## src/rtl/pipe_gap_gen.sv

```systemverilog
// pipe_gap_gen: samples the LFSR word, reduces it to a legal gap height with a
// limited step from the previous gap, and offers it over valid/ready.
module pipe_gap_gen #(
    parameter int SPAWN_TICKS   = 90,
    parameter int GAP_MIN       = 64,
    parameter int GAP_RANGE     = 256,
    parameter int MAX_STEP      = 96,
    parameter int RESAMPLE_CLKS = 16
) (
    input  logic        clock,
    input  logic        reset,
    input  logic        tick,
    input  logic        enable,
    input  logic [12:0] rnd,
    input  logic        pipe_ready,
    output logic        pipe_valid,
    output logic [9:0]  pipe_gap_y,
    output logic [7:0]  spawn_count
);
    localparam logic [2:0] IDLE     = 3'd0;
    localparam logic [2:0] WAIT     = 3'd1;
    localparam logic [2:0] SAMPLE   = 3'd2;
    localparam logic [2:0] RESAMPLE = 3'd3;
    localparam logic [2:0] REDUCE   = 3'd4;
    localparam logic [2:0] CLAMP    = 3'd5;
    localparam logic [2:0] OFFER    = 3'd6;
    localparam int CW = $clog2((SPAWN_TICKS > RESAMPLE_CLKS ? SPAWN_TICKS : RESAMPLE_CLKS) + 1);

    logic [2:0]    state_q, state_d;
    logic [CW-1:0] cnt_q, cnt_d;
    logic [12:0]   work_q, work_d, samp_q, samp_d, last_q, last_d;
    logic [9:0]    prev_q, prev_d, gap_q, gap_d;
    logic [1:0]    retry_q, retry_d;
    logic          have_q, have_d, valid_q, valid_d;
    logic [7:0]    spawn_q, spawn_d;
    logic [10:0]   cand, hi, cand_up;
    logic [9:0]    clamped;

    // Shared counter: frame ticks in WAIT, clocks in RESAMPLE.
    always_comb begin
        cand    = 11'(GAP_MIN) + work_q[10:0];
        hi      = {1'b0, prev_q} + 11'(MAX_STEP);
        cand_up = cand + 11'(MAX_STEP);
        clamped = !have_q ? cand[9:0] : cand > hi ? hi[9:0] :
                  cand_up < {1'b0, prev_q} ? prev_q - 10'(MAX_STEP) : cand[9:0];
    end

    always_comb begin
        state_d = state_q;
        cnt_d   = cnt_q;
        work_d  = work_q;
        samp_d  = samp_q;
        last_d  = last_q;
        prev_d  = prev_q;
        gap_d   = gap_q;
        retry_d = retry_q;
        have_d  = have_q;
        valid_d = valid_q;
        spawn_d = spawn_q;
        if (!enable) begin
            state_d = IDLE;
            valid_d = 1'b0;
            cnt_d   = '0;
            have_d  = 1'b0;
            retry_d = 2'd0;
        end else begin
            case (state_q)
                IDLE: begin
                    state_d = WAIT;
                    cnt_d   = '0;
                end
                WAIT: if (tick) begin
                    state_d = cnt_q == CW'(SPAWN_TICKS - 1) ? SAMPLE : WAIT;
                    cnt_d   = cnt_q + CW'(1);
                end
                SAMPLE: begin
                    work_d = rnd;
                    samp_d = rnd;
                    if (have_q && rnd == last_q && retry_q != 2'd3) begin
                        retry_d = retry_q + 2'd1;
                        cnt_d   = '0;
                        state_d = RESAMPLE;
                    end else begin
                        retry_d = 2'd0;
                        state_d = REDUCE;
                    end
                end
                RESAMPLE: begin
                    state_d = cnt_q == CW'(RESAMPLE_CLKS - 1) ? SAMPLE : RESAMPLE;
                    cnt_d   = cnt_q + CW'(1);
                end
                REDUCE: begin
                    state_d = work_q >= 13'(GAP_RANGE) ? REDUCE : CLAMP;
                    work_d  = work_q >= 13'(GAP_RANGE) ? work_q - 13'(GAP_RANGE) : work_q;
                end
                CLAMP: begin
                    gap_d   = clamped;
                    valid_d = 1'b1;
                    state_d = OFFER;
                end
                OFFER: if (pipe_ready) begin
                    prev_d  = gap_q;
                    last_d  = samp_q;
                    have_d  = 1'b1;
                    spawn_d = spawn_q + 8'd1;
                    valid_d = 1'b0;
                    cnt_d   = '0;
                    state_d = WAIT;
                end
                default: state_d = IDLE;
            endcase
        end
    end

    always_ff @(posedge clock) begin
        if (reset) begin
            state_q <= IDLE;
            cnt_q   <= '0;
            work_q  <= '0;
            samp_q  <= '0;
            last_q  <= '0;
            prev_q  <= '0;
            gap_q   <= '0;
            retry_q <= 2'd0;
            have_q  <= 1'b0;
            valid_q <= 1'b0;
            spawn_q <= 8'd0;
        end else begin
            state_q <= state_d;
            cnt_q   <= cnt_d;
            work_q  <= work_d;
            samp_q  <= samp_d;
            last_q  <= last_d;
            prev_q  <= prev_d;
            gap_q   <= gap_d;
            retry_q <= retry_d;
            have_q  <= have_d;
            valid_q <= valid_d;
            spawn_q <= spawn_d;
        end
    end

    assign pipe_valid  = valid_q;
    assign pipe_gap_y  = gap_q;
    assign spawn_count = spawn_q;
endmodule

```

## config.mk

```make
export PLATFORM = sky130hd
export DESIGN_NAME = pipe_gap_gen
export DESIGN_NICKNAME = d
export VERILOG_FILES = /design/src/rtl/pipe_gap_gen.sv
export SDC_FILE = /design/constraint.sdc
export NUM_CORES = 1
export LEC_CHECK = 0
export BUFFER_PORTS_ARGS = -buffer_cell sky130_fd_sc_hd__buf_2
export CORE_MARGIN = 3
export CORE_UTILIZATION = 50
export DETAILED_ROUTE_END_ITERATION = 12
export PLACE_DENSITY = 0.8
export SLEW_MARGIN = 20
export SYNTH_ARGS = -nofsm -noshare
export SYNTH_HDL_FRONTEND = slang
export SYNTH_SLANG_ARGS = --single-unit
```

## constraint.sdc

```tcl
create_clock -name clock -period 7.05 [get_ports clock]
set_input_delay 1.41 -clock clock [delete_from_list [all_inputs] [get_ports clock]]
set_output_delay 1.41 -clock clock [all_outputs]
set_load 0.02 [all_outputs]
```

Yosys cells after proc, flatten, opt, wreduce, memory -nomap -nowiden:

Index checks and enable logic that the tools add are counted.

* register bits: 81
* latch bits: 0
* RAM bits: 0
* bits in read-only memories: 0
* input port bits: 18
* logic and storage cells: 71
* memories kept: 0

* add/subtract/negate cells: 8
* multipliers: 0
* div/mod/pow operators: 0
* order comparisons: 3
* equal/unequal tests: 14
* shift operators: 0
* muxes and demuxes: 19
* bitwise gates (word level): 1
* reduce and logical (&&, ||, !) cells: 15

Operator list (number)
* 7-bit case mux with 5 select lines: 1
* 10-bit 2-to-1 mux: 3
* 13-bit case mux with 2 select lines: 1
* 7-bit 2-to-1 mux: 3
* 3-bit case mux with 7 select lines: 1
* 13-bit == test: 1
* 13-bit by 9-bit >= comparator with 1-bit output, second input constant: 1
* 13-bit 2-to-1 mux: 1
* 13-bit by 9-bit subtractor with 13-bit output, second input constant: 1
* 10-bit by 7-bit adder with 11-bit output, second input constant: 1
* 11-bit by 7-bit adder with 11-bit output, second input constant: 1
* 7-bit by 11-bit adder with 11-bit output, first input constant: 1
* 11-bit greater-than comparator: 1
* 11-bit by 10-bit < comparator with 1-bit output: 1
* 2-bit inequality test, second input constant: 5
* 2-bit AND reduction: 5
* 10-bit by 7-bit subtractor with 10-bit output, second input constant: 1
* 3-bit == test, second input constant: 3
* 3-bit 2-to-1 mux: 3
* 8-bit by 1-bit adder with 8-bit output, second input constant: 1
* 7-bit by 1-bit adder with 7-bit output, second input constant: 1
* 7-bit by 4-bit == test with 1-bit output, second input constant: 1
* 7-bit == test, second input constant: 1
* 3-bit by 2-bit == test with 1-bit output, second input constant: 2
* 13 further kinds: 19

Longest topological paths before layout:

Gate-level depths: netlist of run 1.

* word-level depth: 6
* gate-level depth with buffers: 13

Least setup slack after synthesis of run 1:

Ideal clock, no wire load.

* kind: input-to-reg
* from: input rnd[1]
* to: register cnt_q[6]
* setup time: 0.070 ns
* arrival time: 2.935 ns
* path slack: 4.045 ns
* stages on the path: 7
* buffers on the path: 0
* path through: xor2_1 > nor4_1 > nand4_1 > a31oi_1 > o21ai_1 > or3_1 > a21oi_1

* cells in the longest elaborated chain, start to end: 5

Ends and longest elaborated chain
* start: declaration: line 14 `input logic [12:0] rnd,`
* 13-bit == test: line 79 `if (have_q && rnd == last_q && retry_q != 2'd3) begin`
* 1-bit logical AND (2 in a row): line 79
* 2-bit inequality test (no source line)
* 4-bit AND reduction (no source line)
* end signal: assignment: line 130 `cnt_q <= cnt_d;`
* end: declaration: line 30 `logic [CW-1:0] cnt_q, cnt_d;`

Every way passes these cells.
A chain may end at the register's enable or synchronous reset.

Final worst setup path of run 1:

* from: register prev_q[5]
* to: register gap_q[8], in the netlist pipe_gap_y[8]

* cells in the longest elaborated chain, start to end: 4
* elaborated cells between the ends (all ways): 7
* those cells by class: add/sub: 2; order compare: 2; mux: 3

Ends and longest elaborated chain
* start: declaration: line 32 `logic [9:0] prev_q, prev_d, gap_q, gap_d;`
* start signal: assignment: line 134 `prev_q <= prev_d;`
* 10-bit by 7-bit adder with 11-bit output (tied with other cells): line 42 `hi = {1'b0, prev_q} + 11'(MAX_STEP);`
* 11-bit greater-than comparator / 10-bit 2-to-1 mux (equally long branches): line 44, 45
* 10-bit 2-to-1 mux * (2 in a row): line 44 `clamped = !have_q ? cand[9:0] : cand > hi ? hi[9:0] :`
* end signal: assignment: line 135 `gap_q <= gap_d;`
* end: declaration: line 32

Every way passes the cells marked *; elsewhere a longest branch is shown, timed or not.

==> flow_summary.yaml, run 1 <==
outcome:
  status: "complete, no violations"
global_route:
  grt_max_degree: 71
  grt_pass1_wl_um: 17300
  grt_pass1_vias: 3704
  antenna_found_initial: 0
  grt_overflow: 0
  track_usage_pct: 21.5
die:
  fp.dieW_um: 99.1
  fp-row-count: 33
  start_util_pct: 52.2
  dieArea_um2: 9820
  ios: 37
  die_height_um: 99.1
  core_area_um2: 8300
logic_synthesis:
  async_flop_share_pct: 0
  synth-edff-count: 0
  synth_top_area_share_pct: 37.4
  yosys_warnings: 0
  ys_types: 57
  synth_area_um2: 4330
  syn_inst: 541
  syn_area_per_cell_um2: 8.01
  syn_nets: 589
  yosysTopAreaCell: "dfxtp_1"
  ys_ff_latch: 81
  synth.area.top_cells: "dfxtp_1, nand2_1, ha_1"
  synthFlopType: "dfxtp_1"
  yosysSeqAreaShare_pct: 37.4
critical_path:
  cp-start-kind: "flop"
  worst-path-max-fanout: 13
  crit_family: "compound AO/OA/AOI/OAI gates"
  cp_num_buf_inv: 1
  reg2reg_slack_ns: 3.48
  critPathMaxStageDelay_ns: 0.80
  crit_path_end_kind: "flop"
  criticalPathCategory: "reg -> reg"
  crit_slowest_cell: "a21oi_1"
  cp.arrival_ns: 3.83
  required_ns: 7.31
  path_cells: "inv_1 > ha_1 > xor2_1 > ha_1 > nand4_1 > a211o_1 > a21oi_1 > o21ai_4 > a211o_1 > o32ai_1"
cts:
  cts_buffers: 9
  clk_path_buf_depth: 2
  cts_max_level: 3
  tritoncts: "done"
  postCtsHoldBufs: 0
  path_clk_slew_ns: 0.09
  clock-sinks: 81
  worst_skew_pair.late_latency_ns: 0.36
  cts_resized: 0
  cts_setup_buffers: 0
  cts_root_buffer: "clkbuf_8"
sta:
  finalSetupViolCount: 0
  final_hold_viol_count: 0
  period_share_pct: 50.6
  slew_headroom_pct: 33.1
  slew_violations: 0
  setup-tns-final_ns: 0
  final.min_clock_period_ns: 3.57
  clock_skew_ns: 0.00601
  max_slew.worst_pin.slew_ns: 1.00
  holdWs_ns: 0.459
  timing.fmax_mhz: 280
  rsz0062_at_grt: "no"
route:
  routed_wl_um: 10100
  dr_total_vias: 3928
  ant_nets: 0
  routedWlPerCell_um: 14.9
  routed_via_density: 5.82
  drt_iter0_markers: 345
  dr.pass1.iters: 5
  detail_route.drc_violations: 0
power:
  p_leak_nw: 1.79
  ir_drop_mv: 0.156
  power_density_nw_per_um2: 177
placement:
  placed_area_um2: 4560
  port_buffers: 36
  place_congestion: 0.875
  hpwl_um: 6950
cells_and_area:
  area_delta_synth_final_pct: 10.2
  layout-drive-gt1-share_pct: 11.1
  nets: 613
  fin_area_um2: 4770
  n_antenna_cell: 0
worst_hold_path:
  min-delay-path-class: "reg -> reg"
flow_run:
  drv_cap: 0
==> path summary, 6_finish.rpt <==
check	cells past startpoint	end	from
worst max register to register	10	pipe_gap_y[8]$_SDFFE_PP0P_	prev_q[5]$_SDFFE_PP0P_
worst max-delay path	10	pipe_gap_y[8]$_SDFFE_PP0P_	prev_q[5]$_SDFFE_PP0P_
worst min-delay path	2	last_q[10]$_SDFFE_PP0P_	samp_q[10]$_SDFFE_PP0P_
worst min register to register	2	last_q[10]$_SDFFE_PP0P_	samp_q[10]$_SDFFE_PP0P_
==> state kept, by name, summed over array words and instances (netlist names) <==
signal,cells
last_q,13
samp_q,13
cnt_q,7
state_q,3
pipe_valid,1
work_q,13
spawn_count,8
prev_q,10
have_q,1
retry_q,2
pipe_gap_y,10
==> tightest hold or removal path, cell delays in order, from the launching register on <==
cell and delay [ns]:
dfxtp_1 0.32, nand2_1 0.05, a21oi_1 0.05
==> synthesized netlist by cell type (all sizes together) (4+ instances only) <==
cell type and count:
o21ai 22, mux2i 8, dfxtp 81, nand4 7
inv 23, nand2b 5, nor4 5, nor2 41
xnor2 11, nor3 12, clkbuf 21, xor2 21
o21a 4, a21oi 66, buf 4, or3 9
nand2 105, a211oi 8, and2 6, nand3 10
ha 30
==> cells in the final DEF, fill, tap and decap left out, drive strengths merged, types with 3 or more instances in the layout <==
| cell | Yosys | final |
|---|---|---|
| a211o | 3 | 3 |
| a211oi | 8 | 8 |
| a21oi | 66 | 66 |
| and2 | 6 | 6 |
| and3 | 3 | 3 |
| buf | 4 | 38 |
| clkbuf | 21 | 9 |
| clkinv | 0 | 3 |
| dfxtp | 81 | 81 |
| ha | 30 | 30 |
| inv | 23 | 26 |
| mux2i | 8 | 8 |
| nand2 | 105 | 105 |
| nand2b | 5 | 5 |
| nand3 | 10 | 10 |
| nand3b | 3 | 3 |
| nand4 | 7 | 7 |
| nor2 | 41 | 41 |
| nor3 | 12 | 12 |
| nor4 | 5 | 5 |
| o21a | 4 | 4 |
| o21ai | 22 | 22 |
| or3 | 9 | 9 |
| xnor2 | 11 | 11 |
| xor2 | 21 | 21 |
==> cell families (layout without fill, tap and decap cells) <==
| group | Yosys count | after routing | share of synthesized area (%) |
|---|---|---|---|
| flops | 81 | 81 | 37.4 |
| buf+inv | 48 | 77 | 4.22 |
| fa+ha+maj | 30 | 30 | 8.66 |
| simple gates | 213 | 213 | 22.4 |
| xor+xnor | 32 | 32 | 7.08 |
| mux | 8 | 8 | 1.85 |
| compound gates | 129 | 129 | 18.4 |
==> power breakdown <==
part / switching [mW] / internal [mW]
logic: 0.0150 / 0.00780
registers: 0.00135 / 0.458
clock network: 0.191 / 0.170
total: 0.207 / 0.636
==> stage by stage <==
stage          setup WS (ns)  instances  total power, mW  util [%]
6_report                3.48        675            0.843      57.5
5_1_grt                 3.22        675            0.872      57.5
4_1_cts                 3.55        675            0.852      57.5
3_5_place_dp            3.44        659            0.492      55.0
3_3_place_gp            3.53        659            0.492      55.0
2_1_floorplan           4.05        541            0.482         -
==> cell type report <==
cell class              instances  area [um^2]
inverters                      23         86.3
clock buffers                   9          124
clock inverters                 7         86.3
well taps                     105          131
fillers                       732         3530
multi-input cells             412         2530
flip-flops and latches         81         1620
repair buffers                 38          195
==> routing by layer <==
metal  GRT usage (%)  wire length, um
met5               0                0
met3            5.40              613
met4            8.61              257
met1            27.6             4410
met2            34.7             4770
Power figures use the tool's default switching activity.
==> inputs of run 2 (changes only) <==
- clock period: 7.05 -> 3.45 ns (I/O delays scaled with it)
==> flow_summary.yaml, run 2 (synthesis results as in run 1) <==
power:
  seqPwrFrac_pct: 57.0
  power_density_nw_per_um2: 341
  switchingPower_uw: 420
  p_leak_nw: 1.82
  cell_internal_pwr_mw: 1.23
  clockPowerShare_pct: 40.1
  switching_share_pct: 25.5
  pwr-share-comb_pct: 2.9
  ir_drop_mv: 0.331
die:
  core_area_um2: 8300
  fp.dieW_um: 99.1
  start_util_pct: 52.2
  fp-row-count: 33
  die_height_um: 99.1
  ios: 37
  dieArea_um2: 9820
global_route:
  antenna_found_initial: 0
  grt_overflow: 0
  grt_max_degree: 69
  grt_pass1_vias: 3559
  track_usage_pct: 21.0
  grt_pass1_wl_um: 17000
cts:
  cts_buffers: 9
  clock-sinks: 81
  postCtsHoldBufs: 0
  cts_root_buffer: "clkbuf_8"
  path_clk_slew_ns: 0.09
  worst_skew_pair.late_latency_ns: 0.36
  tritoncts: "done"
  cts_max_level: 3
  clk_path_buf_depth: 2
critical_path:
  cp-startpoint: "work_q[6]$_SDFFE_PP0P_"
  r2r-start: "work_q[6]$_SDFFE_PP0P_"
  r2r_cells: 12
  cp.arrival_ns: 3.45
  cp-start-kind: "flop"
  criticalPathCategory: "reg -> reg"
  worst-path-max-fanout: 7
  reg2reg_slack_ns: 0.25
  crit_path_end_kind: "flop"
  required_ns: 3.70
cells_and_area:
  area_delta_synth_final_pct: 11.5
  nets: 622
  reg_top3: "last_q x13, samp_q x13, work_q x13"
  final_common_cell: "nand2_1"
  mostFrequentLayoutCells: "nand2_1, dfxtp_1, a21oi_1, nor2_1, buf_2"
  n_antenna_cell: 0
  layout-drive-gt1-share_pct: 13.0
  fin_util_pct: 58.2
sta:
  slew_violations: 0
  final.min_clock_period_ns: 3.20
  setup-tns-final_ns: 0
  period_share_pct: 92.8
  rsz0062_at_grt: "no"
  slew_headroom_pct: 51.4
  clock_skew_ns: 0.0164
  timing.fmax_mhz: 312
  worst_slack_ns: 0.249
  max_slew.worst_pin.slew_ns: 0.727
  final_hold_viol_count: 0
  finalSetupViolCount: 0
route:
  routedWlPerCell_um: 14.6
  drt_iter0_markers: 222
  detail_route.drc_violations: 0
  routed_wl_um: 10000
  routed_via_density: 5.63
  dr.pass1.iters: 4
  ant_nets: 0
  dr_total_vias: 3850
placement:
  hpwl_um: 7230
  port_buffers: 36
  place_congestion: 0.966
  dp_slack_ns: 0.167
outcome:
  status: "complete, no violations"
flow_run:
  drv_cap: 0
worst_hold_path:
  hold_start: "samp_q[12]$_SDFFE_PP0P_"
  holdPathStages: 2
  min-delay-path-class: "reg -> reg"
## run 2: cell count changes in the layout (fill, tap and decap cells not counted), moves of 2 or more
cell        delta
clkinv_4       +2
buf_4          +9
clkinvlp_4     +2
inv_6          -3
inv_8          +2
## run 2: area by class of cell
cell class | instances | area (um^2)
Clock buffer | 9 | 124
Clock inverter | 7 | 63.8
Fill cell | 744 | 3470
Inverter | 23 | 86.3
Multi-Input combinational cell | 412 | 2540
Sequential cell | 81 | 1620
Tap cell | 105 | 131
Timing Repair Buffer | 47 | 263
## run 2: metrics by stage
stage / area [um^2] / hold slack, ns / std cells / power, mW
final: 4830 / 0.459 / 684 / 1.65
after detailed placement: 4620 / 0.447 / 666 / 1.01
after global placement: 4620 / 0.436 / 666 / 1.01
after floorplan: 4330 / 0.432 / 541 / 0.985
after global routing: 4830 / 0.479 / 684 / 1.71
after CTS: 4800 / 0.459 / 682 / 1.66
## run 2: path summary, 6_finish.rpt
kind	endpoint
hold / removal	last_q[12]$_SDFFE_PP0P_
setup / recovery	pipe_gap_y[8]$_SDFFE_PP0P_
hold reg to reg	last_q[12]$_SDFFE_PP0P_
setup reg to reg	pipe_gap_y[8]$_SDFFE_PP0P_
## run 2: routing by layer
layer / vias up / routed length, um / track usage, %
met4: 0 / 106 / 5.99
met3: 11 / 587 / 4.21
met5: - / 0 / 0
met1: 1793 / 4530 / 28.9
met2: 113 / 4790 / 33.7
li1: 1933 / - / -
## run 2: critical path, cell delays in order (launching register included)
cell      delay, ns
dfxtp_2        0.41
inv_1          0.11
ha_1           0.37
xnor2_1        0.20
ha_1           0.26
o21a_1         0.19
o221ai_1       0.20
a21oi_1        0.11
a211oi_4       0.39
buf_4          0.19
o21ai_4        0.05
a211o_1        0.32
o32ai_1        0.29
## run 2: power by group through the flow
| stage | sequential (mW) | clock [mW] | combinational, mW |
|---|---|---|---|
| CTS | 0.938 | 0.678 | 0.0473 |
| detailed placement | 0.960 | 0 | 0.0471 |
| floorplan | 0.958 | 0 | 0.0275 |
| global placement | 0.960 | 0 | 0.0466 |
| global route | 0.939 | 0.721 | 0.0526 |
| finish | 0.938 | 0.661 | 0.0474 |
## run 2: repair_timing
item / 4_1_cts / 5_1_grt
setup buffers: 0 / 2
endpoints found under the setup margin: 0 / 9
resized for setup: 0 / 3
==> inputs of run 3 (changes only) <==
- ABC_AREA: unset -> 1
==> flow_summary.yaml, run 3 <==
cells_and_area:
  layout-drive-gt1-share_pct: 11.2
  multi_input_area_um2: 2410
  reg_top3: "last_q x13, samp_q x13, work_q x13"
  nFillCells: 760
  final_common_cell: "nand2_1"
  nets: 694
  mostFrequentLayoutCells: "nand2_1, dfxtp_1, inv_1, a21oi_1, nor2_1"
  n_antenna_cell: 0
  area_delta_synth_final_pct: 10.8
  fin_util_pct: 58.2
  fin_area_um2: 4880
  final-seq-area_um2: 1620
route:
  dr.pass1.iters: 4
  dr_total_vias: 4062
  routedWlPerCell_um: 13.5
  routed_wl_um: 10200
  drt_iter0_markers: 256
  routed_via_density: 5.37
  detail_route.drc_violations: 0
  ant_nets: 0
sta:
  setup-tns-final_ns: 0
  period_share_pct: 76.1
  clock_skew_ns: 0.0134
  finalSetupViolCount: 0
  timing.fmax_mhz: 381
  slew_headroom_pct: 54.6
  final_hold_viol_count: 0
  max_slew.worst_pin.slew_ns: 0.681
  final.min_clock_period_ns: 2.63
  slew_violations: 0
  rsz0062_at_grt: "no"
critical_path:
  path_cells: "inv_1 > ha_1 > nor2_1 > xnor2_1 > inv_1 > ha_1 > a21oi_1 > nand2_1 > nand2_1 > nand2_4 > nand2_4 > nand2_4 > nand2_1 > nand3_1 > a21oi_1"
  crit_family: "simple AND/OR/NAND/NOR gates"
  cp.arrival_ns: 2.92
  worst-path-max-fanout: 7
  required_ns: 3.75
  cp_num_buf_inv: 2
  critPathMaxStageDelay_ns: 0.47
  cp-start-kind: "flop"
  crit_path_end_kind: "flop"
  criticalPathCategory: "reg -> reg"
  crit_slowest_cell: "dfxtp_1"
cts:
  cts_max_level: 3
  cts_buffers: 9
  cts_setup_buffers: 0
  clk_path_buf_depth: 2
  cts_resized: 0
  clock-sinks: 81
  cts_root_buffer: "clkbuf_8"
  path_clk_slew_ns: 0.09
  postCtsHoldBufs: 0
  tritoncts: "done"
  worst_skew_pair.late_latency_ns: 0.36
global_route:
  grt_pass1_vias: 3779
  grt_overflow: 0
  antenna_found_initial: 0
  track_usage_pct: 20.9
  grt_pass1_wl_um: 17100
  grt_max_degree: 39
die:
  fp-row-count: 33
  dieArea_um2: 9970
  start_util_pct: 52.5
  ios: 37
  die_height_um: 99.9
  fp.dieW_um: 99.9
  core_area_um2: 8380
logic_synthesis:
  synth_area_um2: 4400
  syn_inst: 613
  synth.area.top_cells: "dfxtp_1, nand2_1, ha_1"
  syn_area_per_cell_um2: 7.18
  yosys_warnings: 0
  synth-edff-count: 0
  ys_ff_latch: 81
  synthFlopType: "dfxtp_1"
  synth_common_cells: "nand2_1, dfxtp_1, inv_1"
  yosysSeqAreaShare_pct: 36.8
  yosysTopAreaCell: "dfxtp_1"
  ys_types: 36
  syn_nets: 661
  async_flop_share_pct: 0
  synth_most_common_cell: "nand2_1"
  synth_top_area_share_pct: 36.8
placement:
  hpwl_um: 7480
  placed_area_um2: 4670
  place_congestion: 0.908
  port_buffers: 36
outcome:
  status: "complete, no violations"
power:
  power_density_nw_per_um2: 355
  seqPwrFrac_pct: 54.1
  cell_internal_pwr_mw: 1.32
  ir_drop_mv: 0.237
  clockPowerShare_pct: 42.3
  pwr-share-comb_pct: 3.6
  switching_share_pct: 23.9
  p_leak_nw: 2.16
  switchingPower_uw: 413
flow_run:
  drv_cap: 0
worst_hold_path:
  min-delay-path-class: "reg -> reg"
-- run 3: cell types whose count changed after synthesis, moves of 5 or more --
cell      previous run  this run
mux2i_1              8         0
o21ai_0             12        58
o21ai_1              9         1
nor2_1              41        63
inv_1               23        80
nand3_1              8        34
xor2_1              21        15
and2_1               6         0
clkbuf_1            21        13
or3_1                9         0
nand2b_1             5         0
-- run 3: layout make-up --
cell class	instances	area share (%)
repair buffers	39	4.15
multi-input cells	434	49.4
inverters	81	6.23
clock buffers	10	2.82
flip-flops and latches	81	33.2
clock inverters	6	1.49
well taps	105	2.69
-- run 3: cells by family (layout without fill, tap and decap cells) --
| group | Yosys count | in the layout | share of synthesized area [%] |
|---|---|---|---|
| DFF | 81 | 81 | 36.8 |
| xor gates and xnor gates | 24 | 24 | 4.94 |
| adders and majority gates | 30 | 30 | 8.52 |
| buffers and inverters | 98 | 136 | 8.44 |
| AOI/OAI and AO/OA | 143 | 143 | 17.1 |
| and+or+nand+nor | 237 | 237 | 24.1 |
-- run 3: final timing paths --
check	end	startpoint	slack [ns]	cells after the start
worst max register to register	pipe_gap_y[4]$_SDFFE_PP0P_	work_q[6]$_SDFFE_PP0P_	0.82	15
worst min register to register	pipe_valid$_SDFFE_PP0P_	pipe_valid$_SDFFE_PP0P_	0.46	2
worst max-delay path	pipe_gap_y[4]$_SDFFE_PP0P_	work_q[6]$_SDFFE_PP0P_	0.82	15
worst min-delay path	pipe_valid$_SDFFE_PP0P_	pipe_valid$_SDFFE_PP0P_	0.46	2
-- run 3: tightest hold or removal path: stages (launching register included) --
cell and delay, ns:
dfxtp_1 0.31, nand2_1 0.06, a21oi_1 0.05
-- run 3: stage by stage --
step | setup slack (ns) | cells | power [mW] | hold WS (ns)
2_1_floorplan | 1.13 | 613 | 0.996 | 0.430
4_1_cts | 0.816 | 756 | 1.75 | 0.463
6_report | 0.824 | 756 | 1.73 | 0.458
3_3_place_gp | 0.948 | 740 | 1.02 | 0.443
5_1_grt | 0.516 | 756 | 1.79 | 0.476
3_5_place_dp | 0.841 | 740 | 1.02 | 0.450
-- run 3: routing by layer --
| metal | up-vias | share of wire, % | track usage [%] | routed length, um |
|---|---|---|---|---|
| met2 | 87 | 48 | 34.9 | 4890 |
| li1 | 2075 | - | - | - |
| met5 | - | 0 | 0 | 0 |
| met1 | 1889 | 47 | 27.4 | 4790 |
| met3 | 11 | 4.3 | 3.82 | 436 |
| met4 | 0 | 1.0 | 6.30 | 102 |
-- run 3: power groups by stage --
stage	combinational (mW)	clock, mW	sequential [mW]
final	0.0626	0.732	0.938
after global routing	0.0706	0.785	0.938
after CTS	0.0624	0.749	0.938
after detailed placement	0.0620	0	0.960
after global placement	0.0608	0	0.959
after floorplan	0.0366	0	0.959
